===== config.mk =====
export PLATFORM = sky130hd
export DESIGN_NAME = mult_seq_ctrl
export DESIGN_NICKNAME = d
export VERILOG_FILES = /design/src/rtl/mult_seq_pkg.sv /design/src/rtl/mult_seq_addsub.sv /design/src/rtl/mult_seq_ctrl.sv
export VERILOG_INCLUDE_DIRS = /design/src /design/src/rtl
export SDC_FILE = /design/constraint.sdc
export NUM_CORES = 1
export LEC_CHECK = 0
export CAP_MARGIN = 20
export CORE_ASPECT_RATIO = 1.5
export CORE_MARGIN = 3
export CORE_UTILIZATION = 45
export DETAILED_ROUTE_END_ITERATION = 6
export HOLD_SLACK_MARGIN = 0.15
export MAX_ROUTING_LAYER = met4
export PLACE_DENSITY = 0.7
export SYNTH_ARGS = -nofsm -noshare
export SYNTH_HDL_FRONTEND = slang
export SYNTH_SLANG_ARGS = --single-unit

===== constraint.sdc =====
create_clock -name clk -period 4 [get_ports clk]
set_input_delay 1 -clock clk [delete_from_list [all_inputs] [get_ports clk]]
set_output_delay 1 -clock clk [all_outputs]
set_load 0.1 [all_outputs]

===== src/rtl/mult_seq_defs.vh =====
// State encodings shared by the sequential multiplier slice.
`ifndef MULT_SEQ_DEFS_VH
`define MULT_SEQ_DEFS_VH

`define ST_IDLE 2'd0
`define ST_RUN  2'd1
`define ST_DONE 2'd2

`endif


===== src/rtl/mult_seq_pkg.sv =====
// Shared types for the sequential shift-add multiplier.
package mult_seq_pkg;

`include "mult_seq_defs.vh"

    typedef enum logic [1:0] {
        S_IDLE = `ST_IDLE,
        S_RUN  = `ST_RUN,
        S_DONE = `ST_DONE
    } state_t;

endpackage


===== src/rtl/mult_seq_addsub.sv =====
// WIDTH-bit ripple adder with carry in/out and optional inversion of b.
module mult_seq_addsub #(
    parameter int WIDTH = 8
) (
    input  logic [WIDTH-1:0] a,
    input  logic [WIDTH-1:0] b,
    input  logic             sub,
    input  logic             cin,
    output logic [WIDTH-1:0] sum,
    output logic             cout
);

    logic [WIDTH:0]   carry;
    logic [WIDTH-1:0] bx;

    assign carry[0] = cin;
    assign bx       = sub ? ~b : b;

    generate
        for (genvar gi = 0; gi < WIDTH; gi++) begin : g_bit
            assign sum[gi]     = a[gi] ^ bx[gi] ^ carry[gi];
            assign carry[gi+1] = (a[gi] & bx[gi]) | (a[gi] & carry[gi]) | (bx[gi] & carry[gi]);
        end
    endgenerate

    assign cout = carry[WIDTH];

endmodule


===== src/rtl/mult_seq_ctrl.sv =====
// Sequential shift-add multiplier: one adder reused over WIDTH cycles, start/done handshake.
// Define MULT_SEQ_SIGNED_EN for two's-complement operands and product.
module mult_seq_ctrl
    import mult_seq_pkg::*;
#(
    parameter  int WIDTH = 8,
    localparam int CNT_W = $clog2(WIDTH + 1)
) (
    input  logic               clk,
    input  logic               rst,
    input  logic               start,
    input  logic [WIDTH-1:0]   A,
    input  logic [WIDTH-1:0]   B,
    output logic               ready,
    output logic               busy,
    output logic               done,
    output logic [2*WIDTH-1:0] P
);

    state_t             state_reg, state_next;
    logic [WIDTH-1:0]   m_reg;
    logic [WIDTH:0]     acc_reg;
    logic [WIDTH-1:0]   q_reg;
    logic [CNT_W-1:0]   count_reg;
    logic [2*WIDTH-1:0] p_reg;

    logic               load, step, last;
    logic               sub;
    logic [WIDTH-1:0]   add_b, sum;
    logic               cout, sum_top, fill;
    logic [WIDTH:0]     acc_step;
    logic [WIDTH-1:0]   q_step;

    assign last  = (count_reg == CNT_W'(WIDTH - 1));
    assign add_b = q_reg[0] ? m_reg : '0;

`ifdef MULT_SEQ_SIGNED_EN
    // The last multiplier bit carries negative weight, so it subtracts M.
    assign sub     = last & q_reg[0];
    assign sum_top = acc_reg[WIDTH] ^ add_b[WIDTH-1] ^ sub ^ cout;
    assign fill    = sum_top;
`else
    assign sub     = 1'b0;
    assign sum_top = acc_reg[WIDTH] ^ cout;
    assign fill    = 1'b0;
`endif

    mult_seq_addsub #(.WIDTH(WIDTH)) u_addsub (
        .a    (acc_reg[WIDTH-1:0]),
        .b    (add_b),
        .sub  (sub),
        .cin  (sub),
        .sum  (sum),
        .cout (cout)
    );

    // {ACC,Q} shifted right by one after the conditional add.
    assign acc_step = {fill, sum_top, sum[WIDTH-1:1]};
    assign q_step   = {sum[0], q_reg[WIDTH-1:1]};

    always_ff @(posedge clk or posedge rst) begin
        if (rst) begin
            state_reg <= S_IDLE;
        end else begin
            state_reg <= state_next;
        end
    end

    always_comb begin
        state_next = S_IDLE;
        load       = 1'b0;
        step       = 1'b0;
        ready      = 1'b0;
        busy       = 1'b0;
        done       = 1'b0;
        case (state_reg)
            S_IDLE: begin
                ready = 1'b1;
                if (start) begin
                    load       = 1'b1;
                    state_next = S_RUN;
                end
            end
            S_RUN: begin
                busy       = 1'b1;
                step       = 1'b1;
                state_next = last ? S_DONE : S_RUN;
            end
            S_DONE: begin
                ready = 1'b1;
                done  = 1'b1;
                if (start) begin
                    load       = 1'b1;
                    state_next = S_RUN;
                end
            end
            default: state_next = S_IDLE;
        endcase
    end

    always_ff @(posedge clk or posedge rst) begin
        if (rst) begin
            m_reg     <= '0;
            acc_reg   <= '0;
            q_reg     <= '0;
            count_reg <= '0;
            p_reg     <= '0;
        end else if (load) begin
            m_reg     <= A;
            acc_reg   <= '0;
            q_reg     <= B;
            count_reg <= '0;
        end else if (step) begin
            acc_reg   <= acc_step;
            q_reg     <= q_step;
            count_reg <= count_reg + CNT_W'(1);
            if (last) begin
                p_reg <= {acc_step[WIDTH-1:0], q_step};
            end
        end
    end

    assign P = p_reg;

endmodule


Word-level counts from Yosys, hierarchy flattened
Cells that the tools add are included.
- register bits: 47
- output and inout bits: 19
- logic and storage cells: 82
- $add $sub $neg: 1
- equality and inequality tests: 3
- multiplexer cells: 15
- bitwise gates (word level): 53
- reductions and logical operators: 4
- operators by type and width (operator ; count):
    $mux W8 ; 3
    $and A1 B1 Y1 ; 22
    $mux W9 ; 2
    $xor A1 B1 Y1 ; 16
    $or A1 B1 Y1 ; 14
    $mux W4 ; 2
    $mux W1 ; 6
    $add A4 B1 Y4 const B ; 1
    $eq A4 B3 Y1 const B ; 1
    $pmux W2 S2 ; 1
    $reduce_and A3 Y1 ; 1
    $eq A2 B1 Y1 const B ; 1
    $eq A2 B2 Y1 const B ; 1
    $logic_not A2 Y1 ; 1
    $mux W2 ; 1
    $reduce_bool A2 Y1 ; 1
    $reduce_or A2 Y1 ; 1
    $not A1 Y1 ; 1

Depth between registers and ports, before layout
- depth in word-level cells: 26
- depth in mapped cells: 12
- gate-level depth less buffers: 11

By module
A second synthesis with hierarchy kept.
- cell total of the unflattened synthesis: 179
- area, all modules: 2167.1 um^2
- modules (own cells, without submodules) (module ; instances ; cells each ; area each (um^2) ; seq. area each (um^2)):
    mult_seq_ctrl ; 1 ; 148 ; 1873.0 ; 1151.1
    mult_seq_addsub ; 1 ; 31 ; 294.0 ; 0.0

Worst setup path before layout
OpenSTA, ideal clock, no wires.
- path kind: register to register
- start point: register q_reg[0]
- end point: register p_reg[14], in the netlist P[14]
- arrival: 3.241 ns
- required time: 3.876 ns
- setup slack: 0.634 ns
- cell stages (with the launch flop): 13
- clock period less this slack: 3.366 ns
- cell sequence: dfrtp_1 clkbuf_1 and2_1 ha_1 fa_1 fa_1 inv_1 fa_1 fa_1 fa_1 fa_1 fa_1 mux2i_1
- word-level cells in the longest chain between the ends: 21
- elaborated cells on any way between the ends: 34
- classes of those cells: mux (1); bitwise (33)
- ends and longest elaborated chain (element ; line ; text):
    start: declaration ; mult_seq_ctrl.sv:23 ; logic [WIDTH-1:0] q_reg;
    start signal: assignment ; mult_seq_ctrl.sv:115 ; q_reg <= q_step;
    $mux W8 * ; mult_seq_ctrl.sv:35 ; assign add_b = q_reg[0] ? m_reg : '0;
    $and A1 B1 Y1 (2 in series) ; mult_seq_addsub.sv:22 ; assign carry[gi+1] = (a[gi] & bx[gi]) | (a[gi] & carry[gi]) | (bx[gi] & carry[gi]);
    $or A1 B1 Y1 (2 in series) ; mult_seq_addsub.sv:22 ;
    $and A1 B1 Y1 ; mult_seq_addsub.sv:22 ;
    $or A1 B1 Y1 (2 in series) ; mult_seq_addsub.sv:22 ;
    $and A1 B1 Y1 ; mult_seq_addsub.sv:22 ;
    $or A1 B1 Y1 (2 in series) ; mult_seq_addsub.sv:22 ;
    $and A1 B1 Y1 ; mult_seq_addsub.sv:22 ;
    $or A1 B1 Y1 (2 in series) ; mult_seq_addsub.sv:22 ;
    $and A1 B1 Y1 ; mult_seq_addsub.sv:22 ;
    $or A1 B1 Y1 (2 in series) ; mult_seq_addsub.sv:22 ;
    $and A1 B1 Y1 ; mult_seq_addsub.sv:22 ;
    $or A1 B1 Y1 (2 in series) ; mult_seq_addsub.sv:22 ;
    $xor A1 B1 Y1 * ; mult_seq_addsub.sv:21 ; assign sum[gi] = a[gi] ^ bx[gi] ^ carry[gi];
    end signal: assignment ; mult_seq_ctrl.sv:118 ; p_reg <= {acc_step[WIDTH-1:0], q_step};
    end: declaration ; mult_seq_ctrl.sv:25 ; logic [2*WIDTH-1:0] p_reg;
Mark *: on every way between the ends. The rest lies on a longest branch, timed or not.
A chain may end at the register's enable or synchronous reset.

Worst setup path after layout
Ends and elaborated chain as after synthesis.

==> out/summary.md <==
The tools report the end point of the most critical hold path as m_reg[0]. The clock passes through at most 2 buffers. The first detailed-routing pass ran for 4 iterations. For this run, the number of Yosys warnings is 0.

The number of core rows came out at 29. Effective utilization at floorplan: 0.4787. Hold timing on the final database bottoms out at a slack of 0.4837 ns.

The normalized max-slew margin is 0.3430, and the x dimension of the die is 61.34 µm. The cell depth of the worst flop-to-flop path is 11. Max-cap violations in this run came to 0. Summed over all layers, the global routing overflow is 0. The setup TNS after final layout was 0 ns. The register with the most flip-flops in the layout has 16 of them.

The later pin in the worst-skew pair is clocked with a latency of 0.30 ns. The cell repeated most along the worst path is sky130_fd_sc_hd__fa_1. Buffers added to address setup during post-CTS repair amount to 0. The family of cells with the greatest summed delay on the critical path was adder cells. The initial antenna violation count was 0; the clock-pin slew on the worst setup and hold paths was 0.08 ns. The worst hold path begins at m_reg[0]. The growth of design area from synthesis to finish came out at 23.06%. The run gives 1,386 as the via count of the first global-routing pass.

The flow ran to the end, and the final reports show no timing, DRC or antenna violations. Fraction of synthesized cell area taken by the top area cell type: 0.5569. The die covers 0.005459 mm². The transition time of the tightest slew-check pin works out to 0.9824 ns.

The nature of the critical path startpoint is a register. After the first detailed-routing iteration, the DRC count stood at 33. 38 I/O pins were placed. The logs give 0.2845 GHz for the maximum achievable frequency and 0.004305 ns for the clock skew after layout. The count of antenna diodes in the layout was 0. Final hold violation count: 0. The distinct cell type count of the synthesized netlist was 26; the gate count after technology mapping was 178. The minimum setup slack among reg-to-reg paths is 0.48 ns. The logs give 46 for the count of clock tree sinks and 243 for the number of nets at the end of the flow. The number of gates resized after CTS was 0. Entering global routing, the biggest net connects 47 pins. The mean instance size in the synthesized netlist was 11.61 µm². Yosys attributes the largest share of cell area to sky130_fd_sc_hd__dfrtp_1, sky130_fd_sc_hd__nand2_1, sky130_fd_sc_hd__fa_1, sky130_fd_sc_hd__mux2_2, sky130_fd_sc_hd__mux2i_1. After detailed routing, the number of remaining DRC violations is 0. The number of buffers inserted for hold repair after clock tree synthesis was 0.

Counting every net in the synthesized netlist gives 206. Traced cell by cell, the critical path runs through and2_1 -> ha_1 -> fa_1 -> fa_1 -> inv_1 -> fa_1 -> fa_1 -> fa_1 -> fa_1 -> fa_1 -> mux2i_1. The path class of the tightest hold or removal check is register to register. The tools report the endpoint type of the worst setup path as a register. The largest total area in the synthesized netlist belongs to sky130_fd_sc_hd__dfrtp_1.

Detailed routing inserted a total of 1,384 vias. For the max-slew violation total from the final report, the log shows 0. Data arrives at the worst endpoint at 3.66 ns. TritonCTS built the clock tree. Measured along the y axis, the die boundary spans 89.01 µm. Minimum clock period: 3.516 ns. Number of buffer and inverter stages on the critical path: 1. The biggest cell delay along the critical path was 0.51 ns.

The critical register-to-register path startpoint was q_reg[0]. The buffer cell driving the clock tree root is sky130_fd_sc_hd__clkbuf_8. The first global-routing pass estimated 6755 µm of wire.

After legalization and detailed placement, the total HPWL measured 2776 µm. Proportion of layout cells with a drive suffix above 1: 0.1065. The cell area that synthesis handed to floorplanning was 0.002067 mm². The required time of the critical path came out at 4.15 ns. CTS built an H-tree with a depth of 2.

The vias per cell came out at 5.282. The worst setup path is of the register to register kind. The biggest fanout along the worst timing path was 9; the mean routed wirelength per cell was 15.21 µm. The slowest stage of the critical path is the sky130_fd_sc_hd__fa_1 cell. The flip-flop and latch count after synthesis was 46; the total of buffers placed on input and output ports was 37. The setup-violating endpoint count in the final report was 0; the share of the yosys chip area belonging to registers was 0.5569.

The overall global routing resource usage is 0.1737, and the core outline area is 0.004318 mm². Last weighted congestion value of the routability-driven placer: 0.7813. The total wire length after detailed routing is 3986 µm, and the post-route clock period utilization is 0.8789. Setup repair after global routing left no endpoint under its margin.

In this run the remaining antenna-violating nets after routing total 0. The number of instances on the worst hold path came out at 2. The tools report the capturing point of the worst reg2reg path as P[14].

The number of buffers created by CTS came out at 5.
==> worst min-delay path: cells and delay by family, from the launching register on <==
family           cells  cell delay [ns]
AND/OR/NAND/NOR      2             0.10
flip-flops           1             0.35
==> stage by stage <==
| step | worst slack [ns] | instance area, µm² | utilization | instances |
|---|---|---|---|---|
| finish | 0.4845 | 2544 | 0.5891 | 262 |
| global route | 0.3126 | 2544 | 0.5891 | 262 |
| CTS | 0.4852 | 2544 | 0.5891 | 262 |
| detailed placement | 0.5141 | 2452 | 0.5680 | 254 |
| global placement | 0.6103 | 2452 | 0.5680 | 254 |
| floorplan | 0.6342 | 2067 | - | 178 |
==> layout by cell type (no fill, tap or decap), types with 2 or more instances in the layout <==
| cell type | instances |
|---|---|
| sky130_fd_sc_hd__nand2_1 | 42 |
| sky130_fd_sc_hd__mux2_2 | 8 |
| sky130_fd_sc_hd__nand2b_1 | 2 |
| sky130_fd_sc_hd__o21ai_0 | 2 |
| sky130_fd_sc_hd__a22oi_1 | 7 |
| sky130_fd_sc_hd__clkdlybuf4s50_1 | 36 |
| sky130_fd_sc_hd__and2_1 | 3 |
| sky130_fd_sc_hd__o2bb2ai_1 | 6 |
| sky130_fd_sc_hd__clkbuf_8 | 6 |
| sky130_fd_sc_hd__clkinv_1 | 2 |
| sky130_fd_sc_hd__buf_4 | 3 |
| sky130_fd_sc_hd__a22o_1 | 3 |
| sky130_fd_sc_hd__mux2_4 | 3 |
| sky130_fd_sc_hd__ha_1 | 2 |
| sky130_fd_sc_hd__and2b_1 | 2 |
| sky130_fd_sc_hd__mux2i_1 | 8 |
| sky130_fd_sc_hd__nand3_1 | 8 |
| sky130_fd_sc_hd__inv_1 | 13 |
| sky130_fd_sc_hd__fa_1 | 7 |
| sky130_fd_sc_hd__dfrtp_1 | 46 |
==> kinds of logic after synthesis <==
group,share of synthesized area
flip-flops,0.5569
AND/OR/NAND/NOR,0.1338
AO/OA/AOI/OAI,0.07143
multiplexers,0.1041
adder cells (fa/ha/maj),0.07990
buffers and inverters,0.05387
==> how the worst max path moves through the flow <==
stage | cells after the start | startpoint | to
final | 11 | q_reg[0] | P[14]
after global routing | 11 | q_reg[0] | P[14]
after CTS | 11 | q_reg[0] | P[14]
after detailed placement | 11 | q_reg[0] | P[14]
after global placement | 11 | q_reg[0] | P[14]
after floorplan | 12 | q_reg[0] | P[14]
==> cell usage after synthesis <==
master,count
sky130_fd_sc_hd__buf_8,1
sky130_fd_sc_hd__nor2_2,1
sky130_fd_sc_hd__o2bb2ai_1,6
sky130_fd_sc_hd__a22o_1,3
sky130_fd_sc_hd__buf_2,2
sky130_fd_sc_hd__nor2_1,1
sky130_fd_sc_hd__nand4_1,1
sky130_fd_sc_hd__nand2b_1,2
sky130_fd_sc_hd__mux2i_1,8
sky130_fd_sc_hd__and2_1,3
sky130_fd_sc_hd__mux2_2,8
sky130_fd_sc_hd__clkbuf_1,5
sky130_fd_sc_hd__a22oi_1,7
sky130_fd_sc_hd__nand2_1,42
sky130_fd_sc_hd__ha_1,2
sky130_fd_sc_hd__mux2_4,3
sky130_fd_sc_hd__buf_6,1
sky130_fd_sc_hd__a31oi_1,1
sky130_fd_sc_hd__nand3_1,8
sky130_fd_sc_hd__inv_1,14
sky130_fd_sc_hd__clkinv_1,1
sky130_fd_sc_hd__and2b_1,2
sky130_fd_sc_hd__fa_1,7
sky130_fd_sc_hd__o21ai_0,2
sky130_fd_sc_hd__nor3_4,1
sky130_fd_sc_hd__dfrtp_1,46
==> layer usage <==
| layer | GRT usage | up-vias | wire, µm |
|---|---|---|---|
| met1 | 0.2265 | 687 | 1748 |
| met4 | 0.06371 | 0 | 73 |
| met5 | - | - | 0 |
| met2 | 0.2592 | 31 | 1982 |
| li1 | - | 658 | - |
| met3 | 0.04769 | 8 | 182 |
==> cell type report <==
cell class / instances / area (µm²)
Clock buffer: 7 / 86.33
Inverter: 15 / 56.30
Clock inverter: 1 / 5.005
Multi-Input combinational cell: 108 / 804.5
Sequential cell: 46 / 1151
Tap cell: 46 / 57.56
Timing Repair Buffer: 39 / 382.9
Fill cell: 362 / 1774
Power is not shown: default switching activity piles up to over one toggle a cycle in this logic, so the estimate is an artifact.
